`src/rtl/wb_pkg.sv`:
```
// Shared encodings for the register-file writeback sequencer and the hazard unit.
// Holds class/select/source encodings, the FSM state enum and the first-write decode helper.
package wb_pkg;

  localparam logic [4:0] REG_SP = 5'd29;
  localparam logic [4:0] REG_RA = 5'd31;

  typedef enum logic [2:0] {
    WB_NONE   = 3'd0,
    WB_RTYPE  = 3'd1,
    WB_ITYPE  = 3'd2,
    WB_LINK   = 3'd3,
    WB_PUSH   = 3'd4,
    WB_POP    = 3'd5,
    WB_RSDEST = 3'd6,
    WB_RSVD   = 3'd7
  } wb_class_t;

  typedef enum logic [2:0] {
    DST_RT = 3'd0,
    DST_RD = 3'd1,
    DST_SP = 3'd2,
    DST_RA = 3'd3,
    DST_RS = 3'd4
  } regdst_t;

  typedef enum logic [1:0] {
    SRC_ALU   = 2'd0,
    SRC_MEM   = 2'd1,
    SRC_PC4   = 2'd2,
    SRC_SPADJ = 2'd3
  } wb_src_t;

  typedef enum logic [1:0] {
    SP_NONE = 2'd0,
    SP_DEC  = 2'd1,
    SP_INC  = 2'd2
  } sp_op_t;

  typedef enum logic [1:0] {
    ST_IDLE = 2'd0,
    ST_WR1  = 2'd1,
    ST_WR2  = 2'd2,
    ST_FIN  = 2'd3
  } state_t;

  typedef struct packed {
    regdst_t sel;
    wb_src_t src;
    sp_op_t  sp;
  } wr_ctl_t;

  // Controls for the first (often only) write of a class; POP's second write is fixed.
  function automatic wr_ctl_t first_write(input wb_class_t cls);
    wr_ctl_t c;
    c = '{sel: DST_RT, src: SRC_ALU, sp: SP_NONE};
    case (cls)
      WB_RTYPE:  c = '{sel: DST_RD, src: SRC_ALU,   sp: SP_NONE};
      WB_ITYPE:  c = '{sel: DST_RT, src: SRC_ALU,   sp: SP_NONE};
      WB_LINK:   c = '{sel: DST_RA, src: SRC_PC4,   sp: SP_NONE};
      WB_PUSH:   c = '{sel: DST_SP, src: SRC_SPADJ, sp: SP_DEC};
      WB_POP:    c = '{sel: DST_RT, src: SRC_MEM,   sp: SP_NONE};
      WB_RSDEST: c = '{sel: DST_RS, src: SRC_ALU,   sp: SP_NONE};
      default:   c = '{sel: DST_RT, src: SRC_ALU,   sp: SP_NONE};
    endcase
    return c;
  endfunction

endpackage

```
`src/rtl/wb_sequencer_if.sv`:
```
// Writeback request/control bundle between the control FSM (master) and the sequencer (slave).
// COUNT_W sizes the writeback-event counter carried back to the master.
interface wb_sequencer_if #(parameter int COUNT_W = 8);

  logic               req;
  logic [2:0]         wb_class;
  logic [4:0]         rs;
  logic [4:0]         rt;
  logic [4:0]         rd;
  logic               hold;
  logic               ready;
  logic               done;
  logic [2:0]         RegDst;
  logic               RegWrite;
  logic [1:0]         wb_src;
  logic [1:0]         sp_op;
  logic [4:0]         dest_idx;
  logic [COUNT_W-1:0] wb_count;

  modport master (
    output req, wb_class, rs, rt, rd, hold,
    input  ready, done, RegDst, RegWrite, wb_src, sp_op, dest_idx, wb_count
  );

  modport slave (
    input  req, wb_class, rs, rt, rd, hold,
    output ready, done, RegDst, RegWrite, wb_src, sp_op, dest_idx, wb_count
  );

endinterface

```
`src/rtl/wb_dest_decode.sv`:
```
// Resolves the RegDst select plus instruction fields into a register number.
// Purely combinational; shared with the hazard unit.
module wb_dest_decode
  import wb_pkg::*;
(
  input  regdst_t    sel,
  input  logic [4:0] rs,
  input  logic [4:0] rt,
  input  logic [4:0] rd,
  output logic [4:0] dest_idx
);

  always_comb begin
    dest_idx = 5'd0;
    case (sel)
      DST_RT:  dest_idx = rt;
      DST_RD:  dest_idx = rd;
      DST_SP:  dest_idx = REG_SP;
      DST_RA:  dest_idx = REG_RA;
      DST_RS:  dest_idx = rs;
      default: dest_idx = 5'd0;
    endcase
  end

endmodule

```
`src/rtl/wb_sequencer.sv`:
```
// Multicycle writeback sequencer: one request becomes one or two register-file writes (POP: rt then $29).
// Optional WB_ZERO_GUARD_EN suppresses writes whose resolved destination is $0.
module wb_sequencer
  import wb_pkg::*;
#(
  parameter int COUNT_W = 8
) (
  input logic            clk,
  input logic            reset,
  wb_sequencer_if.slave  bus
);

  state_t             state_q;
  wb_class_t          cls_q;
  logic [4:0]         rs_q;
  logic [4:0]         rt_q;
  logic [4:0]         rd_q;
  regdst_t            sel_q;
  wb_src_t            src_q;
  sp_op_t             sp_q;
  logic               ready_q;
  logic               done_q;
  logic [COUNT_W-1:0] count_q;

  logic [4:0] dest_raw;
  logic [4:0] dest_idx;
  logic       writing;
  logic       suppress;
  logic       reg_write;
  wr_ctl_t    wr1;

  wb_dest_decode u_dest_decode (
    .sel      (sel_q),
    .rs       (rs_q),
    .rt       (rt_q),
    .rd       (rd_q),
    .dest_idx (dest_raw)
  );

  assign writing  = (state_q == ST_WR1) || (state_q == ST_WR2);
  assign dest_idx = writing ? dest_raw : 5'd0;

`ifdef WB_ZERO_GUARD_EN
  assign suppress = bus.hold || (dest_idx == 5'd0);
`else
  assign suppress = bus.hold;
`endif

  // Strobe is held off while stalled; the state itself only waits on hold, never on the guard.
  assign reg_write = writing && !suppress;
  assign wr1       = first_write(wb_class_t'(bus.wb_class));

  always_ff @(posedge clk) begin
    if (reset) begin
      state_q <= ST_IDLE;
      cls_q   <= WB_NONE;
      rs_q    <= 5'd0;
      rt_q    <= 5'd0;
      rd_q    <= 5'd0;
      sel_q   <= DST_RT;
      src_q   <= SRC_ALU;
      sp_q    <= SP_NONE;
      ready_q <= 1'b1;
      done_q  <= 1'b0;
      count_q <= '0;
    end else begin
      if (reg_write) begin
        count_q <= count_q + COUNT_W'(1);
      end
      case (state_q)
        ST_IDLE: begin
          if (bus.req) begin
            cls_q   <= wb_class_t'(bus.wb_class);
            rs_q    <= bus.rs;
            rt_q    <= bus.rt;
            rd_q    <= bus.rd;
            ready_q <= 1'b0;
            if (bus.wb_class == WB_NONE || bus.wb_class == WB_RSVD) begin
              state_q <= ST_FIN;
              done_q  <= 1'b1;
            end else begin
              state_q <= ST_WR1;
              sel_q   <= wr1.sel;
              src_q   <= wr1.src;
              sp_q    <= wr1.sp;
            end
          end
        end
        ST_WR1: begin
          if (!bus.hold) begin
            if (cls_q == WB_POP) begin
              state_q <= ST_WR2;
              sel_q   <= DST_SP;
              src_q   <= SRC_SPADJ;
              sp_q    <= SP_INC;
            end else begin
              state_q <= ST_FIN;
              sel_q   <= DST_RT;
              src_q   <= SRC_ALU;
              sp_q    <= SP_NONE;
              done_q  <= 1'b1;
            end
          end
        end
        ST_WR2: begin
          if (!bus.hold) begin
            state_q <= ST_FIN;
            sel_q   <= DST_RT;
            src_q   <= SRC_ALU;
            sp_q    <= SP_NONE;
            done_q  <= 1'b1;
          end
        end
        ST_FIN: begin
          state_q <= ST_IDLE;
          done_q  <= 1'b0;
          ready_q <= 1'b1;
        end
        default: state_q <= ST_IDLE;
      endcase
    end
  end

  assign bus.ready    = ready_q;
  assign bus.done     = done_q;
  assign bus.RegDst   = sel_q;
  assign bus.RegWrite = reg_write;
  assign bus.wb_src   = src_q;
  assign bus.sp_op    = reg_write ? sp_q : SP_NONE;
  assign bus.dest_idx = dest_idx;
  assign bus.wb_count = count_q;

endmodule

```
`src/flat_wrapper.sv`:
```
// flat-port wrapper written by rule: the top's interface ports become plain ports
module wb_sequencer_flat import wb_pkg::*;
#(
  parameter int COUNT_W = 8
)
  (clk, reset, bus_req, bus_wb_class, bus_rs, bus_rt, bus_rd, bus_hold, bus_ready, bus_done, bus_RegDst, bus_RegWrite, bus_wb_src, bus_sp_op, bus_dest_idx, bus_wb_count);
  wb_sequencer_if #(.COUNT_W(COUNT_W)) bus_i ();
  input logic clk;
  input logic reset;
  input wire logic [$bits(bus_i.req)-1:0] bus_req;
  input wire logic [$bits(bus_i.wb_class)-1:0] bus_wb_class;
  input wire logic [$bits(bus_i.rs)-1:0] bus_rs;
  input wire logic [$bits(bus_i.rt)-1:0] bus_rt;
  input wire logic [$bits(bus_i.rd)-1:0] bus_rd;
  input wire logic [$bits(bus_i.hold)-1:0] bus_hold;
  output wire logic [$bits(bus_i.ready)-1:0] bus_ready;
  output wire logic [$bits(bus_i.done)-1:0] bus_done;
  output wire logic [$bits(bus_i.RegDst)-1:0] bus_RegDst;
  output wire logic [$bits(bus_i.RegWrite)-1:0] bus_RegWrite;
  output wire logic [$bits(bus_i.wb_src)-1:0] bus_wb_src;
  output wire logic [$bits(bus_i.sp_op)-1:0] bus_sp_op;
  output wire logic [$bits(bus_i.dest_idx)-1:0] bus_dest_idx;
  output wire logic [$bits(bus_i.wb_count)-1:0] bus_wb_count;
  assign bus_i.req = bus_req;
  assign bus_i.wb_class = bus_wb_class;
  assign bus_i.rs = bus_rs;
  assign bus_i.rt = bus_rt;
  assign bus_i.rd = bus_rd;
  assign bus_i.hold = bus_hold;
  assign bus_ready = bus_i.ready;
  assign bus_done = bus_i.done;
  assign bus_RegDst = bus_i.RegDst;
  assign bus_RegWrite = bus_i.RegWrite;
  assign bus_wb_src = bus_i.wb_src;
  assign bus_sp_op = bus_i.sp_op;
  assign bus_dest_idx = bus_i.dest_idx;
  assign bus_wb_count = bus_i.wb_count;
  wb_sequencer #(.COUNT_W(COUNT_W)) u_core (.clk(clk), .reset(reset), .bus(bus_i));
endmodule
```
`config.mk`:
```
export PLATFORM = sky130hd
export DESIGN_NAME = wb_sequencer_flat
export DESIGN_NICKNAME = d
export VERILOG_FILES = /design/src/rtl/wb_pkg.sv /design/src/rtl/wb_sequencer_if.sv /design/src/rtl/wb_dest_decode.sv /design/src/rtl/wb_sequencer.sv /design/src/flat_wrapper.sv
export SDC_FILE = /design/constraint.sdc
export NUM_CORES = 1
export LEC_CHECK = 0
export BUFFER_PORTS_ARGS = -buffer_cell sky130_fd_sc_hd__clkbuf_2
export CORE_MARGIN = 2
export CORE_UTILIZATION = 39
export CTS_BUF_LIST = sky130_fd_sc_hd__clkbuf_8
export DETAILED_ROUTE_END_ITERATION = 7
export SYNTH_ARGS = -nofsm -noshare
export SYNTH_HDL_FRONTEND = slang
export SYNTH_SLANG_ARGS = --single-unit
export TNS_END_PERCENT = 30
```
`constraint.sdc`:
```
create_clock -name clk -period 1.8 [get_ports clk]
set_clock_uncertainty 0.05 [all_clocks]
set_input_delay 0 -clock clk [delete_from_list [all_inputs] [get_ports clk]]
set_output_delay 0 -clock clk [all_outputs]
set_load 0.02 [all_outputs]
```
==> results.md <==
* Crit-path max FO at 5
* GPL Wtd Cong at 0.8763
* Max_cap viols at 0
* Die W at around 71 um
* Pre-Repair DR Iteration Count at 4
* R2R Path Start: u_core.state_q[1]
* Largest cells by area after synthesis: dfxtp_1 (41%), a21oi_1 (10%), nand2_1 (9.2%)
* Fraction of layout cells with a size suffix above 1 at 0.2491
* Sequential share of the synthesized area at 0.4114
* Die area at about 5000 um2
* Layout Utilization at 0.5414
* Antenna diodes at 0
* # rows at 24
* WL final at 4.299 mm
* Initial antenna violation count at 0
* Setup CP Type: reg2reg
* Reg2reg path depth at 6
* Fin. Hold Viols at 0
* GRT met2 Usage at 0.2918
* Outcome: complete, no violations
* Fin. max-slew vios at 0
* Vias at roughly 1700
* Syn Area/Cell at a little under 8 um2
* R2R setup slack at ~0.10 ns
* Met3 Track Usage GR at 0.03561
* Hold EP: u_core.state_q[0]
* Commonest cells after routing, fill and taps aside: clkbuf_2 (44), nand2_1 (43), a21oi_1 (36)
* Final worst path period share at 0.9422
* R2R Path End: u_core.state_q[0]
* Layer with the highest usage: met2
* VDD IR max at 0.0009947 V
* Die height at ~71 um
* Post-DP HPWL at around 2.9 mm
* Post-synth top area share at 0.4114
* WHS at roughly 0.08 ns
* Area leader, netlist: dfxtp_1
* DRC Markers at 0
* Fin crit period at between 1.5 and 2 ns
* CTS tree: yes
* Final #Nets at approximately 320
* Worst hold path type: in2reg
* Hold path depth at 4
* CTS Sinks at 36
* Synth warn at 0
* Number of buffers created by CTS at 5
* Total Routing Usage GR at 0.1791
* Fmax at between 500 and 600 MHz
* Syn Nets at 250
* Initial detailed-routing violation count at 76
* First-pass GRT wire length at between 7 and 8 mm
* Clock-pin slew on the worst setup and hold paths at around 0.07 ns
* RSZ-0062 raised after global routing: yes
* Core region area at between 4000 and 5000 um2
* Final-report setup violation count at 0
* Routed len/inst at between 10 and 15 um
* Area delta synth->final at 34.57%
* Lkg Pwr at about 0.98 nW
* Total congestion overflow at 0
* WP data arrival at 1.78 ns
* Starting Density at 0.4023
* Worst-Margin Slew at between 0.7 and 0.8 ns
* Critical path capture point type: register
* # port buffers at between 40 and 50
* Via density at approximately 5
* Startpoint types: register
* H-tree Lvls at 2
* Most common cell after layout, fill and taps aside: clkbuf_2
* Power Total at ~3.4 mW
* Clock latency on the worst-skew pair at 0.29 ns
* Routed Antenna Nets at 0
* Slowest CP cell: dfxtp_2
* IO Pins at 45
* Mapped Cells at around 220
* Seq cells post-synth at 36
* # fillers at ~430
* Relative slew slack at 0.4970
* Unique cell type count in the Yosys netlist at 41
* Pwr Density at between 1000 and 1500 nW/um2
* Min-delay src: bus_hold
* Largest net degree at the start of global routing at 37
* Crit-path max cell delay at between 0.3 and 0.4 ns
* Met1 usage at 0.2270
* Critical Path RT at 1.89 ns
* Vias in the first global route at about 1600
* Clk buf depth at 2
* Clock Tree Root: clkbuf_8
* Crit-path cells: inv_1 -> ha_1 -> o21ai_2 -> nand2_1 -> a2111oi_0 -> a211oi_1
* Synth Cell Area at approximately 1800 um2
* Setup TNS at 0 ns
==> final cells by class <==
| type | count | area, um2 | area share |
|---|---|---|---|
| Inverter | 3 | 11.26 | 0.004777 |
| Timing Repair Buffer | 71 | 467.9 | 0.1985 |
| Multi-Input combinational cell | 171 | 982.2 | 0.4167 |
| Sequential cell | 36 | 723.2 | 0.3068 |
| Tap cell | 52 | 65.06 | 0.02760 |
| Clock inverter | 3 | 38.79 | 0.01645 |
| Clock buffer | 5 | 68.82 | 0.02919 |
==> kinds of logic (layout without fill, tap and decap cells) <==
logic type               count (synthesis)  after routing  synth area share
adder cells (fa/ha/maj)                  6              6           0.04286
XOR/XNOR                                 6              6           0.03001
multiplexers                             1              1          0.005715
buffers and inverters                   15             82           0.03715
flip-flops                              36             36            0.4114
AND/OR/NAND/NOR                         99             99            0.2700
AO/OA/AOI/OAI                           59             59            0.2029
==> through the flow <==
stage | setup slack [ns] | cell area (um2) | std cells
after floorplan | 0.1598 | 1752 | 222
after global placement | 0.06201 | 2028 | 312
after detailed placement | 0.03948 | 2028 | 312
after CTS | 0.02933 | 2330 | 338
after global routing | -0.009402 | 2357 | 341
final | 0.1040 | 2357 | 341
==> state kept, by name (all words and copies together) (netlist names) <==
name and count:
u_core.bus.wb_src 1, u_core.rt_q 5, u_core.rd_q 5, u_core.cls_q 3, u_core.sp_q 2, u_core.state_q 2, u_core.bus.ready 1, u_core.bus.done 1
u_core.rs_q 5, u_core.bus.wb_count 8, u_core.bus.RegDst 3
==> worst max-delay path by stage <==
stage | start | to | slack, ns | cells past startpoint
floorplan | u_core.state_q[1] | u_core.bus.wb_count[4] | 0.16 | 7
global placement | u_core.state_q[1] | u_core.bus.RegDst[1] | 0.06 | 6
detailed placement | u_core.state_q[0] | u_core.bus.RegDst[1] | 0.04 | 6
CTS | u_core.state_q[1] | bus_sp_op[0] | 0.03 | 6
global route | u_core.state_q[1] | u_core.bus.done | -0.009 | 6
finish | u_core.state_q[1] | u_core.state_q[0] | 0.10 | 6
==> Yosys cell counts (all sizes together) <==
master,count
xnor2,3
nand3b,3
a211o,1
xor2,3
nor4,1
and3,2
a211oi,1
a311oi,2
and3b,1
dfxtp,36
nor2,19
and2,3
nand2b,2
o21ai,9
a2111oi,1
inv,3
nor3b,2
ha,6
o211ai,1
buf,5
nand2,43
clkbuf,7
mux2i,1
a21oi,37
nor3,5
nand4b,1
o21bai,1
nand3,5
a21o,1
nand4,4
or3,2
o22a,4
o21a,1
nor2b,6
==> what timing repair did <==
action / 4_1_cts / 5_1_grt
endpoints found under the hold margin: 18 / 0
resized for setup: 3 / 4
gates cloned: 0 / 0
setup endpoints to repair: 3 / 11
pin swaps: 0 / 1
hold buffers: 18 / 0
setup buffers: 0 / 3
==> power breakdown <==
part	internal [mW]	switching [mW]	leakage, nW
Combinational	0.675	0.908	0.626
Sequential	0.971	0.149	0.295
Clock	0.405	0.291	0.0593
==> worst max-delay path: cells and delay by family (launching register included) <==
kind,cells,cell delay [ns]
buffers and inverters,1,0.10
AO/OA/AOI/OAI,3,0.66
adder cells (fa/ha/maj),1,0.24
AND/OR/NAND/NOR,1,0.14
flip-flops,1,0.36
==> layer usage <==
metal | vias up | share of wire
li1 | 900 | -
met1 | 774 | 0.48
met2 | 31 | 0.46
met3 | 7 | 0.034
met4 | 0 | 0.021
met5 | - | 0
Power figures use the tool's default switching activity.
